File: config.mk
export PLATFORM = sky130hd
export DESIGN_NAME = jk_ff_bank
export DESIGN_NICKNAME = d
export VERILOG_FILES = /design/src/rtl/jk_ff_bank.sv
export SDC_FILE = /design/constraint.sdc
export NUM_CORES = 1
export LEC_CHECK = 0
export BUFFER_PORTS_ARGS = -buffer_cell sky130_fd_sc_hd__buf_2
export CORE_ASPECT_RATIO = 0.9
export CORE_MARGIN = 1.5
export CORE_UTILIZATION = 49
export CTS_CLUSTER_DIAMETER = 50
export DETAILED_ROUTE_END_ITERATION = 16
export PLACE_DENSITY = 0.81
export SYNTH_ARGS = -nofsm -noshare
export SYNTH_HDL_FRONTEND = slang
export SYNTH_SLANG_ARGS = --single-unit
File: constraint.sdc
create_clock -name clk -period 3.7 [get_ports clk]
set_input_delay 0.37 -clock clk [delete_from_list [all_inputs] [get_ports clk]]
set_output_delay 0.37 -clock clk [all_outputs]
set_load 0.005 [all_outputs]
File: src/rtl/jk_ff_bank.sv
// JK register bank built from SR cells with JK-to-SR excitation.
// Optional SR_CONFLICT_CHK_EN adds a sticky s&r conflict checker.
module jk_ff_bank #(
    parameter int WIDTH = 4,
    parameter int CNT_W = 8
) (
    input  logic             clk,
    input  logic             rst,
    input  logic             en,
    input  logic [WIDTH-1:0] j,
    input  logic [WIDTH-1:0] k,
    output logic [WIDTH-1:0] q,
    output logic [WIDTH-1:0] qb,
    output logic [CNT_W-1:0] tog_cnt,
    output logic             all_set,
    output logic             sr_conflict
);

    localparam logic [CNT_W-1:0] CNT_MAX = '1;

    logic [WIDTH-1:0] s;
    logic [WIDTH-1:0] r;
    logic [WIDTH-1:0] q_nxt;
    logic             toggle_evt;

    assign s = j & ~q;
    assign r = k & q;

    // SR cell: s&r together is illegal and treated as hold
    always_comb begin
        q_nxt = q;
        for (int i = 0; i < WIDTH; i++) begin
            if (s[i] && !r[i]) begin
                q_nxt[i] = 1'b1;
            end else if (r[i] && !s[i]) begin
                q_nxt[i] = 1'b0;
            end
        end
    end

    assign toggle_evt = en && (|(j & k));

    always_ff @(posedge clk) begin
        if (rst) begin
            q       <= '0;
            tog_cnt <= '0;
            all_set <= 1'b0;
        end else if (en) begin
            q       <= q_nxt;
            all_set <= &q_nxt;
            if (toggle_evt && tog_cnt != CNT_MAX) begin
                tog_cnt <= tog_cnt + 1'b1;
            end
        end
    end

    assign qb = ~q;

`ifdef SR_CONFLICT_CHK_EN
    always_ff @(posedge clk) begin
        if (rst) begin
            sr_conflict <= 1'b0;
        end else if (en && (|(s & r))) begin
            sr_conflict <= 1'b1;
        end
    end
`else
    assign sr_conflict = 1'b0;
`endif

endmodule

Word-level counts from Yosys, hierarchy flattened
Cells that the tools add are included.
- register bits: 13
- bits of input ports: 11
- output and inout port bits: 18
- add/sub/neg operators: 1
- eq/ne operators: 1
- muxes and demuxes: 8
- bitwise logic cells: 4
- reduce and logical (&&, ||, !) cells: 21
- operators by type and width (operator ; number):
    AND 4 bit ; 3
    logical AND 1 bit ; 10
    adder 8 x 1 -> 8 bit, second input constant ; 1
    zero test 1 bit ; 8
    two-way mux 1 bit ; 8
    inequality test 8 bit, second input constant ; 1
    inverter 4 bit ; 1
    AND reduction 4 bit ; 1
    OR reduction 4 bit ; 1
    AND reduction 2 bit ; 1

Longest topological paths before layout
Gate-level depths: netlist (run 1).
- word-level depth: 7
- gate-level depth with buffers: 5
- gate-level depth less buffers: 5

Worst setup path before layout (run 1)
OpenSTA, ideal clock, no wires.
- kind: reg2reg
- start: reg tog_cnt[0]
- end: reg tog_cnt[4]
- arrival time: 1.330 ns
- path slack: 2.299 ns
- cell stages (with the launch flop): 6
- buffers on the path: 0
- cells stage by stage: dfxtp_1 ha_1 nand3_1 nor2_4 or4_1 a21oi_1
- longest elaborated chain between the ends: 3
- elaborated cells on any way between the ends: 4
- ends and longest elaborated chain (element ; line ; source):
    from (decl) ; 14 ; output logic [CNT_W-1:0] tog_cnt,
    from (signal assigned) ; 52 ; tog_cnt <= tog_cnt + 1'b1;
    parallel branches: the longest is 3 deep, another holds adder 8 x 1 -> 8 bit ; - ;
Several ways; the timed one is not identified.
A chain may end at the register's enable or synchronous reset.

Final worst setup path (run 1)
Ends and elaborated chain as after synthesis.

==> metrics.yaml, run 1 <==
maxCapViolCount: 0
power.density_nw_per_um2: 319
detailed_place_hpwl_mm: 1.12
start_util_pct: 55.1
pre_cts_ws_ns: 2.04
power_frac_comb_pct: 15.3
cts_buffers: 3
swShare_pct: 25.2
io_buffers: 27
core_um2: 1290
rsz0062_at_grt: "no"
fin_crit_sh_pct: 40.4
final_util_pct: 67.0
clock_sinks: 13
cts_tree: "built"
synth_cells: 87
viasPerCell: 5.43
power_uw: 276
hold_path.class: "input port to flip-flop"
yosys_warnings: 0
endpoint_kind: "flip-flop"
ys_seq_area_share_pct: 36.6
synth_area_per_cell_um2: 8.18
fin_ws_ns: 2.20
htree_levels: 1
synthesis.area_um2: 712
grt_pass1_wl_mm: 2.53
vias: 695
report.final.slew_viol_count: 0
num_rows: 12
p_clk_share_pct: 30.5
nets: 127
path_class: "flip-flop to flip-flop"
globalRoute.totalOverflow: 0
drt_iter0_drc: 11
grt_usage_pct: 20.5
tns_ns: 0
drc: 0
vdd_drop_max_mv: 0.281
die_x_um: 43.2
grt_pass1_vias: 591
critPathArrivalTime_ns: 1.70
worstSetupStartpointType: "flip-flop"
final_cell_mix: "buf_2, dfxtp_1, a21oi_1, nand2_1, nand3_1"
clk_pin_slew_ns: 0.07
yosysTopAreaCellShare_pct: 36.6
worstPathRequired_ns: 3.91
hold_buffers: 0
cts_root_buf: "clkbuf_4"
synthArstFlopShare_pct: 0
wl_per_cell_um: 11.5
die_area_um2: 1690
clockBufferDepth: 2
power.internal_uw: 206
synth_largest_area_cell: "dfxtp_1"
first_pass_iters: 4
ios: 29
syn2layout_area_growth_pct: 21.4
path_max_fanout: 10
clock_skew_ns: 0.00576
drive_gt1_share_pct: 28.9
p_leak_uw: 0.000366
final_area_um2: 865
synth.distinct_cells: 29
cts_setup_buffers: 0
antenna_found_initial: 0
ys_ff_latch: 13
seqPwrFrac_pct: 54.2
detail-route-antenna-nets: 0
layout_commonest_cell: "buf_2"
synth.area.top_cells: "dfxtp_1, a21oi_1, nand2b_1, nand3_1, nand2_1"
synth_nets: 99
hold_violations: 0
status: "finished clean"
placed_area_um2: 838
routabilityCongestion: 0.785
wl_mm: 1.48
power.net_switching_uw: 69.6
synth_edf_count: 0
antenna_cells: 0
finalSetupViolCount: 0
timing.fmax_mhz: 668
chipHeight_um: 39.2
synth_flop_cell: "dfxtp_1"
cts-resized-gates: 0
grt_max_degree: 17
period_minus_slack_ns: 1.50
clock_latency_ns: 0.27
## final cells by class
class	count	area [µm²]
multi-input combinational	65	407
sequential	13	260
timing repair buffer	27	135
fill	116	427
tap	14	17.5
clock buffer	4	26.3
inverter	5	18.8
## registers in the layout (all words and copies together), names as in the netlist
register	cells
all_set	1
q	4
tog_cnt	8
## through the flow
step,hold slack (ns),cells
6_report,0.318,128
5_1_grt,0.324,128
4_1_cts,0.314,128
3_5_place_dp,0.464,124
3_3_place_gp,0.453,124
2_1_floorplan,0.463,87
## logic make-up (layout without fill, tap and decap cells)
family	count (synthesis)	in the layout	synth area share, %
AND/OR/NAND/NOR	38	38	29.3
AO/OA/AOI/OAI	22	22	20.9
flip-flops	13	13	36.6
buffers and inverters	9	36	6.33
multiplexers	3	3	4.57
adder cells (fa/ha/maj)	1	1	1.76
other	1	1	0.527
## worst max-delay path, stage by stage, from the launching register on
cell and delay, ns:
dfxtp_1 0.34, ha_1 0.25, nand3_1 0.14, nor2_4 0.08
or4_1 0.47, a21oi_1 0.16
## path summary, 6_finish.rpt
path	from	endpoint	slack [ns]	cells past startpoint
max	tog_cnt[0]$_SDFFE_PP0P_	tog_cnt[4]$_SDFFE_PP0P_	2.20	5
min	k[2]	q[2]$_SDFFE_PP0P_	0.32	2
max reg2reg	tog_cnt[0]$_SDFFE_PP0P_	tog_cnt[4]$_SDFFE_PP0P_	2.20	5
min reg2reg	all_set$_SDFFE_PP0P_	all_set$_SDFFE_PP0P_	0.47	2
## power groups by stage
stage	sequential, µW	clock, µW	combinational, µW
after floorplan	153	0	25.8
after global placement	153	0	41.7
after detailed placement	153	0	42.4
after CTS	150	87.6	42.7
after global routing	151	94.9	48.4
final	150	84.1	42.2
## cell usage after synthesis (2+ instances only)
library cell	n
a21oi_1	10
mux2_1	2
o21ai_0	3
nand4_1	2
nor2_1	4
clkbuf_1	2
dfxtp_1	13
nand2b_1	6
inv_1	5
nand2_1	8
nor2b_1	2
or4_1	3
nor4_1	2
o31ai_1	3
or3_1	2
nand3_1	7
## routing by layer
metal | vias up | share of wire [%] | GRT usage (%)
met5 | - | 0 | 0
met4 | 0 | 0.88 | 5.30
met3 | 2 | 5.2 | 7.01
met2 | 18 | 45 | 32.5
met1 | 307 | 49 | 26.6
li1 | 368 | - | -
No activity file was read; power rests on OpenSTA's default activity.
==> run 2, diff against run 1 <==
- CORE_UTILIZATION: 49 -> 46
- PLACE_DENSITY: 0.81 -> 0.77
- clock period: 3.7 -> 1.5 ns (I/O delays scaled with it)
==> metrics.yaml, run 2 (synthesis gave the netlist of run 1 again) <==
reg2reg_from: "tog_cnt[0]$_SDFFE_PP0P_"  # unchanged
antenna_found_initial: 0  # unchanged
min_from: "k[2]"  # unchanged
clock_latency_ns: 0.27  # about the same
die_area_um2: 1790  # was 1690 µm²
critPathArrivalTime_ns: 1.65  # was 1.70 ns
antenna_cells: 0  # unchanged
critPathMaxStageDelay_ns: 0.49  # was 0.47 ns
numPlacedInstances: 129  # was 124
worstSetupStartpointType: "flip-flop"  # unchanged
num_rows: 13  # was 12
first_pass_iters: 7  # was 4
hold_path.class: "input port to flip-flop"  # unchanged
drive_gt1_share_pct: 35.6  # was 28.9%
cts-resized-gates: 0  # unchanged
layout_commonest_cell: "buf_2"  # unchanged
grt_pass1_wl_mm: 2.34  # was 2.53 mm
final_area_um2: 908  # was 865 µm²
report.final.slew_viol_count: 0  # unchanged
wl_per_cell_um: 11.6  # was 11.5 µm
cts_setup_buffers: 0  # unchanged
clock_skew_ns: 0.00313  # was 0.00576 ns
detail-route-antenna-nets: 0  # unchanged
largestRegisters: "tog_cnt (8), q (4), all_set (1)"  # unchanged
rsz0062_at_grt: "no"  # unchanged
globalRoute.totalOverflow: 0  # unchanged
grt_max_degree: 17  # unchanged
die_x_um: 44.5  # was 43.2 µm
htree_levels: 1  # unchanged
multiInputGateArea_um2: 417  # was 407 µm²
largest_reg_flops: 8  # unchanged
vdd_drop_max_mv: 0.639  # was 0.281 mV
final_cell_mix: "buf_2, dfxtp_1, a21oi_1, nand2_1, nand3_1"  # unchanged
hold_violations: 0  # unchanged
wl_mm: 1.55  # was 1.48 mm
cts_root_buf: "clkbuf_4"  # unchanged
num-fill-cells: 134  # was 116
status: "finished clean"  # unchanged
path_cells: "ha_2 -> nand3_1 -> nor2_4 -> or4_4 -> a21oi_2"  # was ha_1 -> nand3_1 -> nor2_4 -> or4_1 -> a21oi_1
regArea_um2: 263  # was 260 µm²
hold_buffers: 0  # unchanged
cts_tree: "built"  # unchanged
detailed_place_hpwl_mm: 1.17  # was 1.12 mm
path_class: "flip-flop to flip-flop"  # unchanged
path_max_fanout: 10  # unchanged
endpoint_kind: "flip-flop"  # unchanged
layout.cells.non_filler: 133  # was 128
timing.fmax_mhz: 696  # was 668 MHz
p_leak_uw: 0.000386  # was 0.000366 µW
placed_area_um2: 870  # was 838 µm²
routabilityCongestion: 0.804  # was 0.785
grt_pass1_vias: 536  # was 591
cts_buffers: 3  # unchanged
power.density_nw_per_um2: 764  # was 319 nW/µm²
finalSetupViolCount: 0  # unchanged
clock_sinks: 13  # unchanged
slowest_stage: "or4_4"  # was or4_1
viasPerCell: 5.43  # about the same
drc: 0  # unchanged
power_uw: 694  # was 276 µW
critPathBufInv: 0  # unchanged
worstPathRequired_ns: 1.71  # was 3.91 ns
path_delay_family: "simple AND/OR/NAND/NOR gates"  # unchanged
maxCapViolCount: 0  # unchanged
syn2layout_area_growth_pct: 27.6  # was 21.4%
vias: 722  # was 695
clockBufferDepth: 2  # unchanged
grt_usage_pct: 18.9  # was 20.5%
fin_crit_sh_pct: 95.8  # was 40.4%
tns_ns: 0  # unchanged
ios: 29  # unchanged
start_util_pct: 49.2  # was 55.1%
chipHeight_um: 40.3  # was 39.2 µm
largest-register: "tog_cnt"  # unchanged
drt_iter0_drc: 29  # was 11
nets: 131  # was 127
core_um2: 1450  # was 1290 µm²
io_buffers: 27  # unchanged
clk_pin_slew_ns: 0.08  # was 0.07 ns
period_minus_slack_ns: 1.44  # was 1.50 ns
setup.worst_path.start: "tog_cnt[0]$_SDFFE_PP0P_"  # unchanged
run 2: changes by cell type in the layout (fill, tap and decap cells not counted):
cell	change
or4_4	+1
or4_1	-1
a21oi_2	+1
ha_2	+1
ha_1	-1
dfxtp_1	-2
a21oi_1	-1
buf_4	+4
dfxtp_2	+2
run 2: area by class of cell:
cell class / instances / share of cell area, %
inverter: 5 / 2.07
multi-input combinational: 65 / 45.9
sequential: 13 / 28.9
tap: 15 / 2.07
timing repair buffer: 31 / 18.2
clock buffer: 4 / 2.89
run 2: where the power goes:
part	switching, µW	total, µW	internal (µW)	leakage, µW
Sequential	12.6	370	358	0.000107
Combinational	56.6	110	53.6	0.000265
Clock	111	214	103	0.0000150
run 2: final timing paths:
check / depth (start not counted) / to / slack (ns)
worst min-delay path: 2 / q[2]$_SDFFE_PP0P_ / 0.1
worst max register to register: 5 / tog_cnt[4]$_SDFFE_PP0P_ / 0.06
worst min register to register: 2 / all_set$_SDFFE_PP0P_ / 0.47
worst max-delay path: 5 / tog_cnt[4]$_SDFFE_PP0P_ / 0.06
run 2: worst reg2reg max path: cells and delay by family (launching register included):
family          cells  cell delay [ns]
compound gates      1             0.14
fa+ha+maj           1             0.20
flops               1             0.34
simple gates        3             0.69
run 2: per-layer routing:
| layer | wire, µm | vias to the layer above | share of wire [%] | global-route usage (%) |
|---|---|---|---|---|
| li1 | - | 376 | - | - |
| met1 | 782 | 324 | 50 | 24.7 |
| met2 | 682 | 18 | 44 | 28.6 |
| met3 | 71 | 4 | 4.6 | 6.76 |
| met4 | 12 | 0 | 0.77 | 6.82 |
| met5 | 0 | - | 0 | 0 |
run 2: through the flow:
stage          utilization, %  hold WS (ns)  setup WS [ns]
3_3_place_gp             60.1         0.390         0.0902
5_1_grt                  62.7         0.109         0.0112
2_1_floorplan               -         0.269         0.0992
6_report                 62.7        0.0984         0.0624
4_1_cts                  61.9        0.0899         0.0205
3_5_place_dp             60.1         0.392         0.0317
==> run 3, diff against run 2 <==
- MAX_ROUTING_LAYER: unset -> met4
==> metrics.yaml, run 3 (synthesis gave the netlist of run 1 again) <==
status: "finished clean"  # unchanged
hold_path.class: "input port to flip-flop"  # unchanged
clock_skew_ns: 0.00387  # was 0.00313 ns
routabilityCongestion: 0.816  # was 0.804
final_area_um2: 908  # unchanged
detail-route-antenna-nets: 0  # unchanged
cts_root_buf: "clkbuf_4"  # unchanged
largest_reg_flops: 8  # unchanged
multiInputGateArea_um2: 417  # unchanged
largest-register: "tog_cnt"  # unchanged
wl_per_cell_um: 11.7  # was 11.6 µm
wl_mm: 1.56  # was 1.55 mm
cts_tree: "built"  # unchanged
power.density_nw_per_um2: 764  # about the same
hold_buffers: 0  # unchanged
grt_pass1_wl_mm: 2.34  # unchanged
grt_usage_pct: 19.5  # was 18.9%
regArea_um2: 263  # unchanged
vdd_drop_max_mv: 0.635  # was 0.639 mV
largestRegisters: "tog_cnt (8), q (4), all_set (1)"  # unchanged
io_buffers: 27  # unchanged
endpoint_kind: "flip-flop"  # unchanged
start_util_pct: 49.2  # unchanged
clock_sinks: 13  # unchanged
tns_ns: 0  # unchanged
antenna_found_initial: 0  # unchanged
viasPerCell: 5.38  # was 5.43
path_class: "flip-flop to flip-flop"  # unchanged
hold_violations: 0  # unchanged
clk_pin_slew_ns: 0.08  # about the same
vias: 715  # was 722
layout_commonest_cell: "buf_2"  # unchanged
first_pass_iters: 6  # was 7
fin_crit_sh_pct: 95.9  # was 95.8%
num-fill-cells: 134  # unchanged
worstPathRequired_ns: 1.71  # about the same
globalRoute.totalOverflow: 0  # unchanged
drive_gt1_share_pct: 35.6  # unchanged
htree_levels: 1  # unchanged
critPathArrivalTime_ns: 1.65  # about the same
die_x_um: 44.5  # unchanged
core_um2: 1450  # unchanged
timing.fmax_mhz: 695  # was 696 MHz
ios: 29  # unchanged
cts_buffers: 3  # unchanged
period_minus_slack_ns: 1.44  # about the same
rsz0062_at_grt: "no"  # unchanged
detailed_place_hpwl_mm: 1.17  # unchanged
drt_iter0_drc: 30  # was 29
grt_pass1_vias: 536  # unchanged
chipHeight_um: 40.3  # unchanged
grt_max_degree: 17  # unchanged
clock_latency_ns: 0.27  # about the same
clockBufferDepth: 2  # unchanged
drc: 0  # unchanged
report.final.slew_viol_count: 0  # unchanged
maxCapViolCount: 0  # unchanged
finalSetupViolCount: 0  # unchanged
placed_area_um2: 870  # unchanged
syn2layout_area_growth_pct: 27.6  # unchanged
worstSetupStartpointType: "flip-flop"  # unchanged
die_area_um2: 1790  # unchanged
final_cell_mix: "buf_2, dfxtp_1, a21oi_1, nand2_1, nand3_1"  # unchanged
path_max_fanout: 10  # unchanged
nets: 131  # unchanged
antenna_cells: 0  # unchanged
p_leak_uw: 0.000386  # unchanged
num_rows: 13  # unchanged
run 3: layout make-up:
class	count	area share, %
timing repair buffer	31	18.2
clock buffer	4	2.89
inverter	5	2.07
sequential	13	28.9
tap	15	2.07
multi-input combinational	65	45.9
run 3: worst max-delay path: stages, from the launching register on:
cell and delay [ns]:
dfxtp_2 0.34, ha_2 0.21, nand3_1 0.12, nor2_4 0.08, or4_4 0.49, a21oi_2 0.14
run 3: power breakdown:
part	switching, µW	internal, µW
clock	110	103
sequential	12.6	358
combinational	56.9	53.6
run 3: repair_timing:
action	4_1_cts	5_1_grt
resized for setup	0	5
setup endpoints to repair	0	3
setup buffers	0	0
run 3: worst paths after layout:
kind                                              start                       to  depth (start not counted)  slack [ns]
worst max-delay path            tog_cnt[0]$_SDFFE_PP0P_  tog_cnt[4]$_SDFFE_PP0P_                          5        0.06
worst min-delay path                               k[2]        q[2]$_SDFFE_PP0P_                          2         0.1
worst max register to register  tog_cnt[0]$_SDFFE_PP0P_  tog_cnt[4]$_SDFFE_PP0P_                          5        0.06
worst min register to register     all_set$_SDFFE_PP0P_     all_set$_SDFFE_PP0P_                          2        0.47
run 3: through the flow:
step | power (µW) | utilization (%) | hold WS (ns) | setup slack (ns) | instances
floorplan | 440 | - | 0.269 | 0.0992 | 87
global placement | 485 | 60.1 | 0.390 | 0.0902 | 129
detailed placement | 488 | 60.1 | 0.392 | 0.0317 | 129
CTS | 705 | 61.9 | 0.0899 | 0.0205 | 133
global route | 739 | 62.7 | 0.109 | 0.0112 | 133
finish | 694 | 62.7 | 0.0995 | 0.0621 | 133
run 3: layer usage:
| layer | global-route usage (%) | vias up | wire [µm] |
|---|---|---|---|
| li1 | - | 376 | - |
| met1 | 24.7 | 319 | 774 |
| met2 | 28.6 | 18 | 711 |
| met3 | 6.76 | 2 | 69 |
| met4 | 6.82 | 0 | 6 |
| met5 | - | - | 0 |
